<file path="src/rtl/motor_ramp_ctrl.sv">
// rtl/motor_ramp_ctrl.sv - speed/direction ramp sequencer for one PWM channel and H-bridge
module motor_ramp_ctrl #(
    parameter int RAMP_DIV = 1_000_000,
    parameter int DEADTIME = 5_000_000
) (
    input  logic       clock,
    input  logic       reset,
    input  logic       cmd_valid,
    input  logic [3:0] cmd_speed,
    input  logic       cmd_dir,
    input  logic       estop,
    output logic [3:0] pwm_speed,
    output logic       pwm_enable,
    output logic       dir,
    output logic       at_speed,
    output logic       busy
);

    // Counter widths are floored at one bit so the minimum legal parameters still build.
    localparam int PW = (RAMP_DIV > 2) ? $clog2(RAMP_DIV) : 1;
    localparam int DW = (DEADTIME > 1) ? $clog2(DEADTIME) : 1;
    localparam logic [PW-1:0] PRESC_LAST = PW'(RAMP_DIV - 1);
    localparam logic [DW-1:0] DEAD_LAST  = DW'(DEADTIME - 1);

    typedef enum logic [1:0] {IDLE, RUN, DEAD, HALT} state_t;

    state_t        state, state_n;
    logic [3:0]    target_speed, target_speed_n;
    logic          target_dir, target_dir_n;
    logic [3:0]    cur_speed, cur_speed_n;
    logic          cur_dir, cur_dir_n;
    logic [PW-1:0] presc, presc_n;
    logic [DW-1:0] dead_cnt, dead_cnt_n;
    logic          step_tick;
    logic          dir_match;

    assign step_tick = (presc == PRESC_LAST);
    assign dir_match = (target_dir == cur_dir);

    always_comb begin
        state_n        = state;
        target_speed_n = target_speed;
        target_dir_n   = target_dir;
        cur_speed_n    = cur_speed;
        cur_dir_n      = cur_dir;
        presc_n        = presc;
        dead_cnt_n     = dead_cnt;

        case (state)
            IDLE: begin
                presc_n = step_tick ? '0 : presc + 1'b1;
                if (target_speed != 4'd0) begin
                    state_n = dir_match ? RUN : DEAD;
                end
            end
            RUN: begin
                presc_n = step_tick ? '0 : presc + 1'b1;
                if (dir_match && target_speed == 4'd0 && cur_speed == 4'd0) begin
                    state_n = IDLE;
                end else if (step_tick) begin
                    if (dir_match) begin
                        if (cur_speed < target_speed) begin
                            cur_speed_n = cur_speed + 4'd1;
                        end else if (cur_speed > target_speed) begin
                            cur_speed_n = cur_speed - 4'd1;
                        end
                    end else if (cur_speed <= 4'd1) begin
                        // Ramp-down finished: the step that reaches zero also starts the dead time.
                        cur_speed_n = 4'd0;
                        state_n     = DEAD;
                    end else begin
                        cur_speed_n = cur_speed - 4'd1;
                    end
                end
            end
            DEAD: begin
                cur_speed_n = 4'd0;
                if (dead_cnt == DEAD_LAST) begin
                    cur_dir_n  = target_dir;
                    presc_n    = '0;
                    dead_cnt_n = '0;
                    state_n    = (target_speed != 4'd0) ? RUN : IDLE;
                end else begin
                    dead_cnt_n = dead_cnt + 1'b1;
                end
            end
            HALT: begin
                cur_speed_n = 4'd0;
                presc_n     = '0;
                dead_cnt_n  = '0;
                state_n     = DEAD;
            end
            default: begin
                state_n = IDLE;
            end
        endcase

        // A new command restarts the ramp phase so its first step is a full period away.
        if (cmd_valid) begin
            target_speed_n = cmd_speed;
            target_dir_n   = cmd_dir;
            presc_n        = '0;
        end

        // Emergency stop overrides everything, including a command on the same edge.
        if (estop) begin
            state_n        = HALT;
            cur_speed_n    = 4'd0;
            presc_n        = '0;
            dead_cnt_n     = '0;
            target_speed_n = target_speed;
            target_dir_n   = target_dir;
        end
    end

    always_ff @(posedge clock) begin
        if (reset) begin
            state        <= IDLE;
            target_speed <= 4'd0;
            target_dir   <= 1'b0;
            cur_speed    <= 4'd0;
            cur_dir      <= 1'b0;
            presc        <= '0;
            dead_cnt     <= '0;
        end else begin
            state        <= state_n;
            target_speed <= target_speed_n;
            target_dir   <= target_dir_n;
            cur_speed    <= cur_speed_n;
            cur_dir      <= cur_dir_n;
            presc        <= presc_n;
            dead_cnt     <= dead_cnt_n;
        end
    end

    assign pwm_speed  = cur_speed;
    assign pwm_enable = (cur_speed != 4'd0);
    assign dir        = cur_dir;
    assign at_speed   = (cur_speed == target_speed) && dir_match && (state == IDLE || state == RUN);
    assign busy       = ~at_speed;

endmodule

</file>
<file path="config.mk">
export PLATFORM = sky130hd
export DESIGN_NAME = motor_ramp_ctrl
export DESIGN_NICKNAME = d
export VERILOG_FILES = /design/src/rtl/motor_ramp_ctrl.sv
export SDC_FILE = /design/constraint.sdc
export NUM_CORES = 1
export LEC_CHECK = 0
export ABC_CLOCK_PERIOD_IN_PS = 5800
export CAP_MARGIN = 10
export CORE_ASPECT_RATIO = 1.75
export CORE_MARGIN = 4
export CORE_UTILIZATION = 40
export DETAILED_ROUTE_END_ITERATION = 16
export HOLD_SLACK_MARGIN = 0.03
export PLACE_DENSITY_LB_ADDON = 0.1
export SYNTH_ARGS = -nofsm -noshare
export SYNTH_HDL_FRONTEND = slang
export SYNTH_SLANG_ARGS = --single-unit
</file>
<file path="constraint.sdc">
create_clock -name clock -period 5.8 [get_ports clock]
set_clock_uncertainty 0.1 [all_clocks]
set_input_delay 0.87 -clock clock [delete_from_list [all_inputs] [get_ports clock]]
set_output_delay 0.87 -clock clock [all_outputs]
set_load 0.02 [all_outputs]
</file>
== Word level (Yosys, flattened, before mapping) ==
Cells that the tools add are included.
W data, S select, Z words.

* Latch bits: 0
* Bits in writable memories: 0
* Output and inout bits: 8
* Memories kept: 0
* Bits in registers: 55
* Memory bits (read-only): 0

* $add $sub $neg: 4
* Bitwise logic cells: 2
* $lt $le $gt $ge: 3
* Equality and inequality tests: 16
* Multipliers: 0
* Mux-type cells: 22
* Reduce and logical (&&, ||, !) cells: 20
* Div/mod/pow operators: 0
* Shift operators: 0

{| class="wikitable"
|+ Operators with widths
! cell !! count
|-
| $pmux W20 S3 || 1
|-
| $pmux W23 S2 || 1
|-
| $mux W20 || 2
|-
| $mux W4 || 6
|-
| $add A23 B1 Y23 const B || 1
|-
| $eq A23 B23 Y1 const B || 1
|-
| $mux W23 || 1
|-
| $add A20 B1 Y20 const B || 1
|-
| $eq A20 B20 Y1 const B || 1
|-
| $mux W2 || 8
|-
| $ne A4 B4 Y1 const B || 4
|-
| $logic_not A4 Y1 || 2
|-
| $pmux W2 S4 || 1
|-
| $pmux W4 S2 || 1
|-
| $reduce_bool A4 Y1 || 2
|-
| $ne A2 B2 Y1 const B || 3
|-
| $ne A3 B3 Y1 const B || 2
|-
| $reduce_or A2 Y1 || 3
|-
| $reduce_and A5 Y1 || 1
|-
| $add A4 B1 Y4 const B || 1
|-
| $eq A2 B2 Y1 const B || 2
|-
| $eq A4 B4 Y1 || 1
|-
| $gt A4 B4 Y1 || 1
|-
| $le A4 B1 Y1 const B || 1
|-
| 13 further kinds || 19
|}

== Logic depth before layout (Yosys ltp) ==
* Word-level depth: 7
* Gate-level depth with buffers: 9
* Gate-level depth less buffers: 8

== Worst setup path before layout ==
Ideal clock, no wire load.

* Path type: register to output
* Start: reg cur_speed[0], in the netlist pwm_speed[0]
* End: out busy
* Arrival: 2036 ps
* Setup slack: 2794 ps
* Required time: 4830 ps
* Stages on the path, launching flop included: 6
* Cell sequence: dfxtp_1 > inv_1 > ha_1 > nand2_1 > nor4_1 > inv_1

* Word-level cells in the longest chain between the ends: 4

{| class="wikitable"
|+ RTL lines
! item !! RTL line !! text
|-
| start, declared || 30 || <nowiki>logic [3:0] cur_speed, cur_speed_n;</nowiki>
|-
| start signal, assigned || 129 || <nowiki>cur_speed <= cur_speed_n;</nowiki>
|-
| $eq A4 B4 Y1 || 139 || <nowiki>assign at_speed = (cur_speed == target_speed) && dir_match && (state == IDLE || state == RUN);</nowiki>
|-
| $logic_and A1 B1 Y1 (2 in a row) || 139 ||
|-
| net at_speed || 15 || <nowiki>output logic at_speed,</nowiki>
|-
| $not A1 Y1 || 140 || <nowiki>assign busy = ~at_speed;</nowiki>
|-
| end, declared || 16 || <nowiki>output logic busy</nowiki>
|}

The timed path passes the listed nets, and every way through them passes these cells.

== Worst setup path in the final report ==
* Start: reg cur_speed[0], in the netlist pwm_speed[0]
* End: out at_speed

* Word-level cells in the longest chain between the ends: 3

{| class="wikitable"
|+ RTL lines
! item !! RTL line
|-
| $eq A4 B4 Y1 || 139
|-
| $logic_and A1 B1 Y1 (2 in a row) || 139
|-
| end, declared || 15
|}

No other way between the ends.

==> flow_summary.ini <==
[setup_path]
critical_path_class = flip-flop to primary output
worst_ep_arrival_time_ns = 2.25
required_ns = 4.83
start_kind = flip-flop
cp-end-kind = primary output
crit_start = pwm_speed[0]
crit_fanout = 7
timing.rr.start = dead_cnt[0]

[synth]
avgSynthCellArea_um2 = 7.895
synth_top_family_by_area = simple AND/OR/NAND/NOR gates
synth-simple-area-share_pct = 29.46
seq_area_frac_synth_pct = 35.13
synth_fa_ha_area_share_pct = 3.593
syn_area_um2 = 3134
synth_mux_area_share_pct = 1.277
ys.flop_type = dfxtp_1
async_reset_ff_share_pct = 0
ys.warnings.count = 0
yosys_register_bits = 55
syn_nets = 415
synth.distinct_cells = 55
synth_compound_area_share_pct = 24.83
synth-edff-count = 0
synth_xor_area_share_pct = 1.078
synth_cells = 397

[clocking]
post-cts-setup-buffer-count = 0
clk_pin_slew_worst_paths_ns = 0.07
clkSinkCount = 55
h-tree-depth = 2
numCtsBuffers = 5
cts_tree = built
cts_hold_buf = 0
cts.repair.resized = 0
cts.path.max_buffers = 2
clk_latency_ns = 0.30
cts_root_buf = clkbuf_16

[detailed_routing]
wl_met2_um = 4145
wl_met1_um = 3389
drc = 0
drt-wirelength-per-cell_um = 16.24
drt_pass1_iterations = 4
drt_iter0_markers = 210
drt-vias-per-instance = 6.164
vias = 3014
dr_wl_met3_um = 230
detail_route.wirelength_um = 7941
final_antenna_net_count = 0
top_layer_used = met4

[floorplan]
io_pins = 17
core_area_um2 = 7620
dieArea_um2 = 9372
fp.dieW_um = 74.92
dieHeight_um = 125.1
fp-row-count = 42
initial_core_util_pct = 41.13

[run_status]
outcome = finished clean

[place]
gp_congestion = 0.8052
dpl.hpwl_um = 5556
io_buffers = 16

[final_layout]
drive_gt1_share_pct = 5.736
nNetsFinal = 418
fin_util_pct = 45.63
area_growth_pct = 10.94
mostFrequentLayoutCells = 55 x dfxtp_1, 43 x nor2_1, 35 x nand2_1, 34 x a21oi_1, 25 x o21ai_0
final_common_cell = dfxtp_1
diodes = 0

[min_path]
holdCritStartpoint = dead_cnt[14]
hold_class = flip-flop to flip-flop

[global_routing]
grt_max_degree = 36
grt_usage_pct = 18.23
antenna_found_initial = 0
first_global_vias = 2832
grt_overflow = 0
grt_pass1_wl_um = 13630

[pwr]
power_density_nw_per_um2 = 237.6
peakVddDrop_mv = 0.1202
leakagePower_uw = 0.001150

[timing]
worst_pin_slew_ns = 0.7272
final-hold-violation-count = 0
setup_violations = 0
fin_setup_tns_ns = 0
min_period_over_period_pct = 55.45
slew_headroom_pct = 51.07
fmax_mhz = 310.9
min_period_ns = 3.216
rsz0062_at_grt = false
finalMaxSlewViolations = 0

[flow_run]
max_cap_viol_count = 0
==> cells by family (layout without fill, tap and decap cells) <==
logic type | after synthesis | in the layout
adders and majority gates | 9 | 9
AOI/OAI and AO/OA | 116 | 116
and+or+nand+nor | 175 | 175
xor gates and xnor gates | 3 | 3
DFF | 55 | 55
muxes | 4 | 4
buffers and inverters | 35 | 39
==> synthesized netlist by cell type (all sizes together), types with 2 or more instances <==
cell type  instances  share of area, %
xnor2              2              0.56
a311oi            19               5.3
nor3              19               3.2
or4                5               1.2
o41ai              4               1.4
or3                5               1.2
nor4               7               2.1
dfxtp             55                35
o31a               3              0.84
nand2b             2              0.40
nand3b             2              0.48
mux2i              4               1.3
o211ai             2              0.48
a31oi              9               1.8
clkbuf            16               1.9
a41oi              5               1.4
nor2              43               5.1
nor2b              2              0.40
and3               7               1.4
and2               3              0.60
or2                3              0.60
nand2             35               4.2
nand4             10               2.2
nand3             21               3.4
buf                7               1.3
and4               3              0.84
o21ai             26               4.5
nand4b             2              0.56
o31ai              3              0.72
a21oi             34               5.4
ha                 9               3.6
o211a              3              0.96
inv               12               1.4
a22oi              2              0.48
nor3b              2              0.48
==> final timing paths <==
path	to	slack [ns]	cells past startpoint
worst max-delay path	at_speed	2.58	5
worst min-delay path	dead_cnt[14]	0.37	1
worst max register to register	dead_cnt[3]	3.17	8
worst min register to register	dead_cnt[14]	0.37	1
==> worst max-delay path, stage by stage, from the launching register on <==
cell and delay (ns):
dfxtp_1 0.44, inv_1 0.12, ha_1 0.29, nand2_1 0.05, nor4_1 0.36, clkdlybuf4s50_1 0.69
==> stage by stage <==
stage | setup slack (ns) | instances | instance area (um2) | total power, uW | hold slack [ns]
2_1_floorplan | 2.794 | 397 | 3134 | 488.5 | 0.3418
3_3_place_gp | 2.766 | 481 | 3333 | 529.9 | 0.3566
3_5_place_dp | 2.747 | 481 | 3333 | 530.0 | 0.3649
4_1_cts | 2.564 | 489 | 3477 | 839.6 | 0.3767
5_1_grt | 2.352 | 489 | 3477 | 868.7 | 0.3984
6_report | 2.584 | 489 | 3477 | 826.1 | 0.3744
==> sequential cells by signal (all words and copies together), names as in the netlist <==
signal and flops:
dead_cnt 23, presc 20, pwm_speed 4, target_speed 4, state 2, dir 1, target_dir 1
==> power breakdown <==
part           internal, uW  leakage, uW  switching (uW)
clock network           161    0.0000740             145
registers               382     0.000444            9.96
logic                  46.9     0.000632            81.4
total                   590      0.00115             236
==> per-layer routing <==
metal / vias up / GRT usage [%]
li1: 1514 / -
met1: 1429 / 21.62
met2: 60 / 31.40
met3: 11 / 3.213
met4: 0 / 7.128
met5: - / 0
==> final cells by class <==
cell class	instances	area, um2
fillers	747	4143
well taps	88	110.1
clock inverters	3	18.77
repair buffers	19	182.7
multi-input cells	307	1894
flip-flops and latches	55	1101
clock buffers	5	125.1
inverters	12	45.04
No activity file was read; power rests on OpenSTA's default activity.
==> edit 1: new RTL, same flow settings <==
Make the reset (`reset`) asynchronous in one clocked block.
--- a/src/rtl/motor_ramp_ctrl.sv
+++ b/src/rtl/motor_ramp_ctrl.sv
@@ -113,7 +113,7 @@
         end
     end
 
-    always_ff @(posedge clock) begin
+    always_ff @(posedge clock or posedge reset) begin
         if (reset) begin
             state        <= IDLE;
             target_speed <= 4'd0;
Formal check against the unedited RTL: differs if reset is asserted again (counterexample within 4 cycles, from zero or initial values and one cycle with reset high); with reset held inactive, the same outputs for 10 cycles.
==> edit 1 against the unedited design <==
Synthesized area decreased by 3.4%; fmax fell by 1.2%; setup slack worse by 0.040 ns; register-to-register slack lost 0.20 ns; synthesized cell count fell by 18%; power rose by 0.74%; wire length fell by 18%; count of clock-buffer cells in the layout increased by 3; final area fell by 1.4%; sequential cell count unchanged; critical path type unchanged; largest cell class unchanged.
==> edit 1: results (changes against the unedited design) <==
** Final layout
- The number of combinational gates with multiple inputs was 248 (-19%).
- The number of sequential storage elements was 55 (unchanged).
- Clock buffer and inverter area fraction after layout :: 4.56% (+0.42 points)
- Share of post-route cells with drive strength above 1 :: 5.83% (+0.095 points)
- Layout inverter count without the clock tree :: 15 (+3)
- Proportion of final cell area spent on non-clock buffers :: 4.89% (-0.36 points)
- The area growth from synthesis to layout is 13.3%.
- Final cell count without fillers :: 429 (-12%)
- The net count of the finished layout is 360 (-14%).
- The filler cell count in the final layout was 683 (-8.6%).
- Total area of multi-input combinational cells :: 1560 µm² (-17%)
- Design Area, Final :: 3430 µm² (-1.4%)
- The count of clock buffers in the final design was 8 (+3).
- The number of non-clock buffers in the layout was 17 (-2).

** Placement
- The placed standard-cell area was 3270 µm² (-1.8%).
- Placed cell count :: 421 (-12%)
- The number of buffers inserted by port buffering was 16 (unchanged).
- RD Place Congestion :: 0.807 (+0.24%)
- HPWL after detailed placement :: 4.72 mm (-15%)
- The worst slack at placement came to 2.39 ns (-0.357 ns).

** Power
- Clk power :: 313 µW (+3%)
- The power after layout is 832 µW (+0.74%).
- Sw Pwr :: 213 µW (-9.7%)
- Highest ir drop seen on vdd :: 0.197 mV (+64%)
- The static leakage was 1.31 nW (+14%).
- Power share of the sequential group :: 49.7% (+2.2 points)

** Synth
- Share of synthesized area spent on multiplexers :: 2.11% (+0.83 points)
- The mean instance size in the synthesized netlist is 9.28 µm² (+18%).
- Sequential share of the synthesized area :: 45.5% (+10 points)
- The post-synthesis compound-gate area fraction was 6.74% (-18 points).
- Counting instances in the post-synthesis netlist gives the leading cell types as 58 x nor2_1, 55 x dfrtp_1, 30 x xnor2_1.
- By area the synthesized netlist is led by dfrtp_1 45%, xnor2_1 8.7%, nor2_1 7.2%, ha_1 3.7%, xor2_1 3.5%.
- Proportion of synthesized flip-flops having asynchronous set or reset :: 100% (+100 points)
- Arithmetic-cell share of the synthesized area counting full adders, half adders and majority gates :: 3.72% (+0.13 points)
- Xor-xnor portion of the synthesized cell area :: 12.2% (+11 points)
- Synth Net Count :: 344 (-17%)
- The number of unique standard cell types used by synthesis came to 42 (-24%).

** Global routing
- The combined global-route utilization of all metal layers is 15.8% (-2.5 points).
- The pin count of the biggest net entering global routing is 56 (+56%).

** Setup path
- Worst-path fanout max :: 8 (+1)
- The arrival time at the worst endpoint is 2.29 ns (+0.04 ns).
- The biggest cell delay along the critical path came to 0.59 ns (-0.10 ns).

** Route
- Number of DRC violations after detailed-routing iteration 0 :: 87 (-59%)
- The total wire length was 6.47 mm (-18%).
- Vias/cell :: 5.33 (-13%)

** Timing
- Pin slew with the least headroom to its limit :: 0.830 ns (+0.102 ns)

** Outcome
- Outcome :: finished, final reports clean
==> edit 1: changes by cell type after synthesis, moves of 8 or more <==
cell	delta
dfxtp_1	-55
o21ai_0	-12
nor2_1	+15
nand2_1	-11
a311oi_1	-19
clkbuf_1	-8
xnor2_1	+28
a31oi_1	-9
a21oi_1	-29
xor2_1	+12
dfrtp_1	+55
==> edit 1: layer usage <==
| metal | GRT usage [%] | vias up | wire length (µm) |
|---|---|---|---|
| met2 | 27.1 | 35 | 3370 |
| met4 | 8.05 | 0 | 226 |
| met5 | 0 | - | 0 |
| met3 | 2.77 | 19 | 137 |
| met1 | 18.3 | 1084 | 2740 |
| li1 | - | 1150 | - |
==> edit 1: final timing paths <==
kind / startpoint / to / slack, ns
max: pwm_speed[0] / at_speed / 2.54
min: dead_cnt[0] / dead_cnt[0] / 0.45
max reg2reg: presc[7] / pwm_speed[2] / 2.97
min reg2reg: dead_cnt[0] / dead_cnt[0] / 0.45
max in group asynchronous: reset / presc[4] / 4.14
min in group asynchronous: reset / dead_cnt[8] / 1.00
==> edit 2: new RTL, config.mk and constraints unchanged <==
Made on the original files. The parameter `RAMP_DIV` goes from 1_000_000 to 250_000.
--- a/src/rtl/motor_ramp_ctrl.sv
+++ b/src/rtl/motor_ramp_ctrl.sv
@@ -1,6 +1,6 @@
 // rtl/motor_ramp_ctrl.sv - speed/direction ramp sequencer for one PWM channel and H-bridge
 module motor_ramp_ctrl #(
-    parameter int RAMP_DIV = 1_000_000,
+    parameter int RAMP_DIV = 250_000,
     parameter int DEADTIME = 5_000_000
 ) (
     input  logic       clock,
Behaviour: same outputs for any inputs over 10 cycles, from zero or initial values and one cycle with reset high; that may be too few to reach the edited logic, so the function may still have changed.
==> edit 2 against the unedited design <==
Final area is 0.68% lower; sequential cell count is 2 lower; non-clock buffer count is 1 higher; sequential power is 4% lower; wire length is 2.7% lower; critical path depth stayed put; synthesized area is 1.6% lower; setup slack worse by 0.25 ns; power is 3.5% higher.
==> edit 2: results (changes against the unedited design) <==
** Route
- The detailed-route wire length on metal 1 came to 3.36 mm (-1.0%).
- The initial detailed-routing violation count came to 156 (-26%).
- Routed length on met2 :: 3.98 mm (-4.1%)
- Vias/cell :: 6.04 (-2.0%)
- Post-Route WL :: 7.72 mm (-2.7%)

** CTS
- Maximum level of the CTS H-tree :: 2 (unchanged)
- PostCTS Resize Cnt :: 0 (unchanged)

** Placement
- The placed standard-cell area was 3280 µm² (-1.7%).
- The final weighted congestion of routability-driven global placement came to 0.837 (+4.0%).
- Pre-CTS worst setup slack :: 2.68 ns (-0.0658 ns)
- HPWL after detailed placement :: 5.41 mm (-2.6%)
- The placed instance count was 471 (-2.1%).

** Synth
- Share of synthesized area spent on multiplexers :: 1.99% (+0.71 points)
- List of most frequent post-synthesis cells :: 53 x dfxtp_1, 49 x nor2_1, 39 x nand2_1
- Post-synthesis compound-gate area fraction :: 26.6% (+1.8 points)
- The net count after synthesis was 404 (-2.7%).
- Sequential share of the synthesized area :: 34.4% (-0.74 points)
- The mean instance size in the synthesized netlist came to 7.99 µm² (+1.2%).
- The number of unique standard cell types used by synthesis is 55 (unchanged).
- Xor-xnor portion of the synthesized cell area :: 1.09% (+0.017 points)
- Top post-synthesis cells by area :: dfxtp_1 34%, nor2_1 6.0%, a311oi_1 5.7%, a21oi_1 4.9%, nand2_1 4.7%
- Arithmetic-cell share of the synthesized area counting full adders, half adders and majority gates :: 3.65% (+0.057 points)

** Setup path
- The arrival time at the worst endpoint came to 2.50 ns (+0.25 ns).
- The kind of cell with the highest combined delay along the critical path is buffers and inverters.
- Worst reg-to-reg setup slack :: 2.93 ns (-0.24 ns)
- Reg-to-Reg End :: dead_cnt[17]
- CP peak stage delay :: 0.73 ns (+0.04 ns)
- The peak fanout along the critical path was 8 (+1).

** Outcome
- The flow ran to the end, and the final reports show no timing, DRC or antenna violations.

** Final layout
- Post-layout utilization of the core :: 45.6% (about the same)
- The net count of the finished layout was 408 (-2.4%).
- The filler cell count in the final layout is 785 (+5.1%).
- Share of post-route cells with drive strength above 1 :: 5.88% (+0.15 points)
- The non-filler instance count after layout was 479 (-2.0%).

** Timing
- The actual transition at the worst max-transition pin came to 0.782 ns (+0.0550 ns).
- The minimum clock period came to 3.47 ns (+0.253 ns).

** Power
- Power density over the cells :: 248 nW/µm² (+4.3%)
- The total net switching power was 224 µW (-5.2%).
- The relative contribution of sequential cells to total power is 44.0% (-3.5 points).
- The static leakage was 1.19 nW (+3.1%).
- The worst IR drop on VDD came to 0.164 mV (+36%).

** Global routing
- The global routing usage on met2 is 30.8% (-0.62 points).
- Via count of the first global-routing pass :: 2,778 (-1.9%)
- The first-pass GRT wire length came to 12.9 mm (-5.5%).
- The met3 track utilization from global routing was 2.99% (-0.22 points).
- The pin count of the biggest net entering global routing is 28 (-22%).
- Fraction of met1 tracks used by global routing :: 20.0% (-1.6 points)
- The combined global-route utilization of all metal layers came to 17.6% (-0.61 points).
## edit 2: changes by cell type in the layout (fill, tap and decap cells not counted), sizes merged, moves of 3 or more
cell / unedited run / this run
nor2: 43 / 49
o21ai: 26 / 20
inv: 13 / 8
a211oi: 0 / 4
a21oi: 34 / 30
nand2: 35 / 39
or4: 5 / 1
a31oi: 9 / 6
and4: 3 / 0
nand4: 10 / 7
## edit 2: area by class of cell
type | instances | area share, %
repair buffers | 20 | 5.51
clock buffers | 6 | 4.02
well taps | 88 | 3.19
flip-flops and latches | 53 | 30.7
clock inverters | 2 | 1.09
inverters | 8 | 0.870
multi-input cells | 302 | 54.6
## edit 2: worst min path at each step
stage	startpoint	endpoint	slack, ns	depth (start not counted)
2_1_floorplan	presc[16]	presc[16]	0.35	2
3_3_place_gp	presc[16]	presc[16]	0.36	2
3_5_place_dp	presc[17]	presc[17]	0.38	2
4_1_cts	presc[17]	presc[17]	0.39	2
5_1_grt	presc[17]	presc[17]	0.41	2
6_report	presc[17]	presc[17]	0.39	2
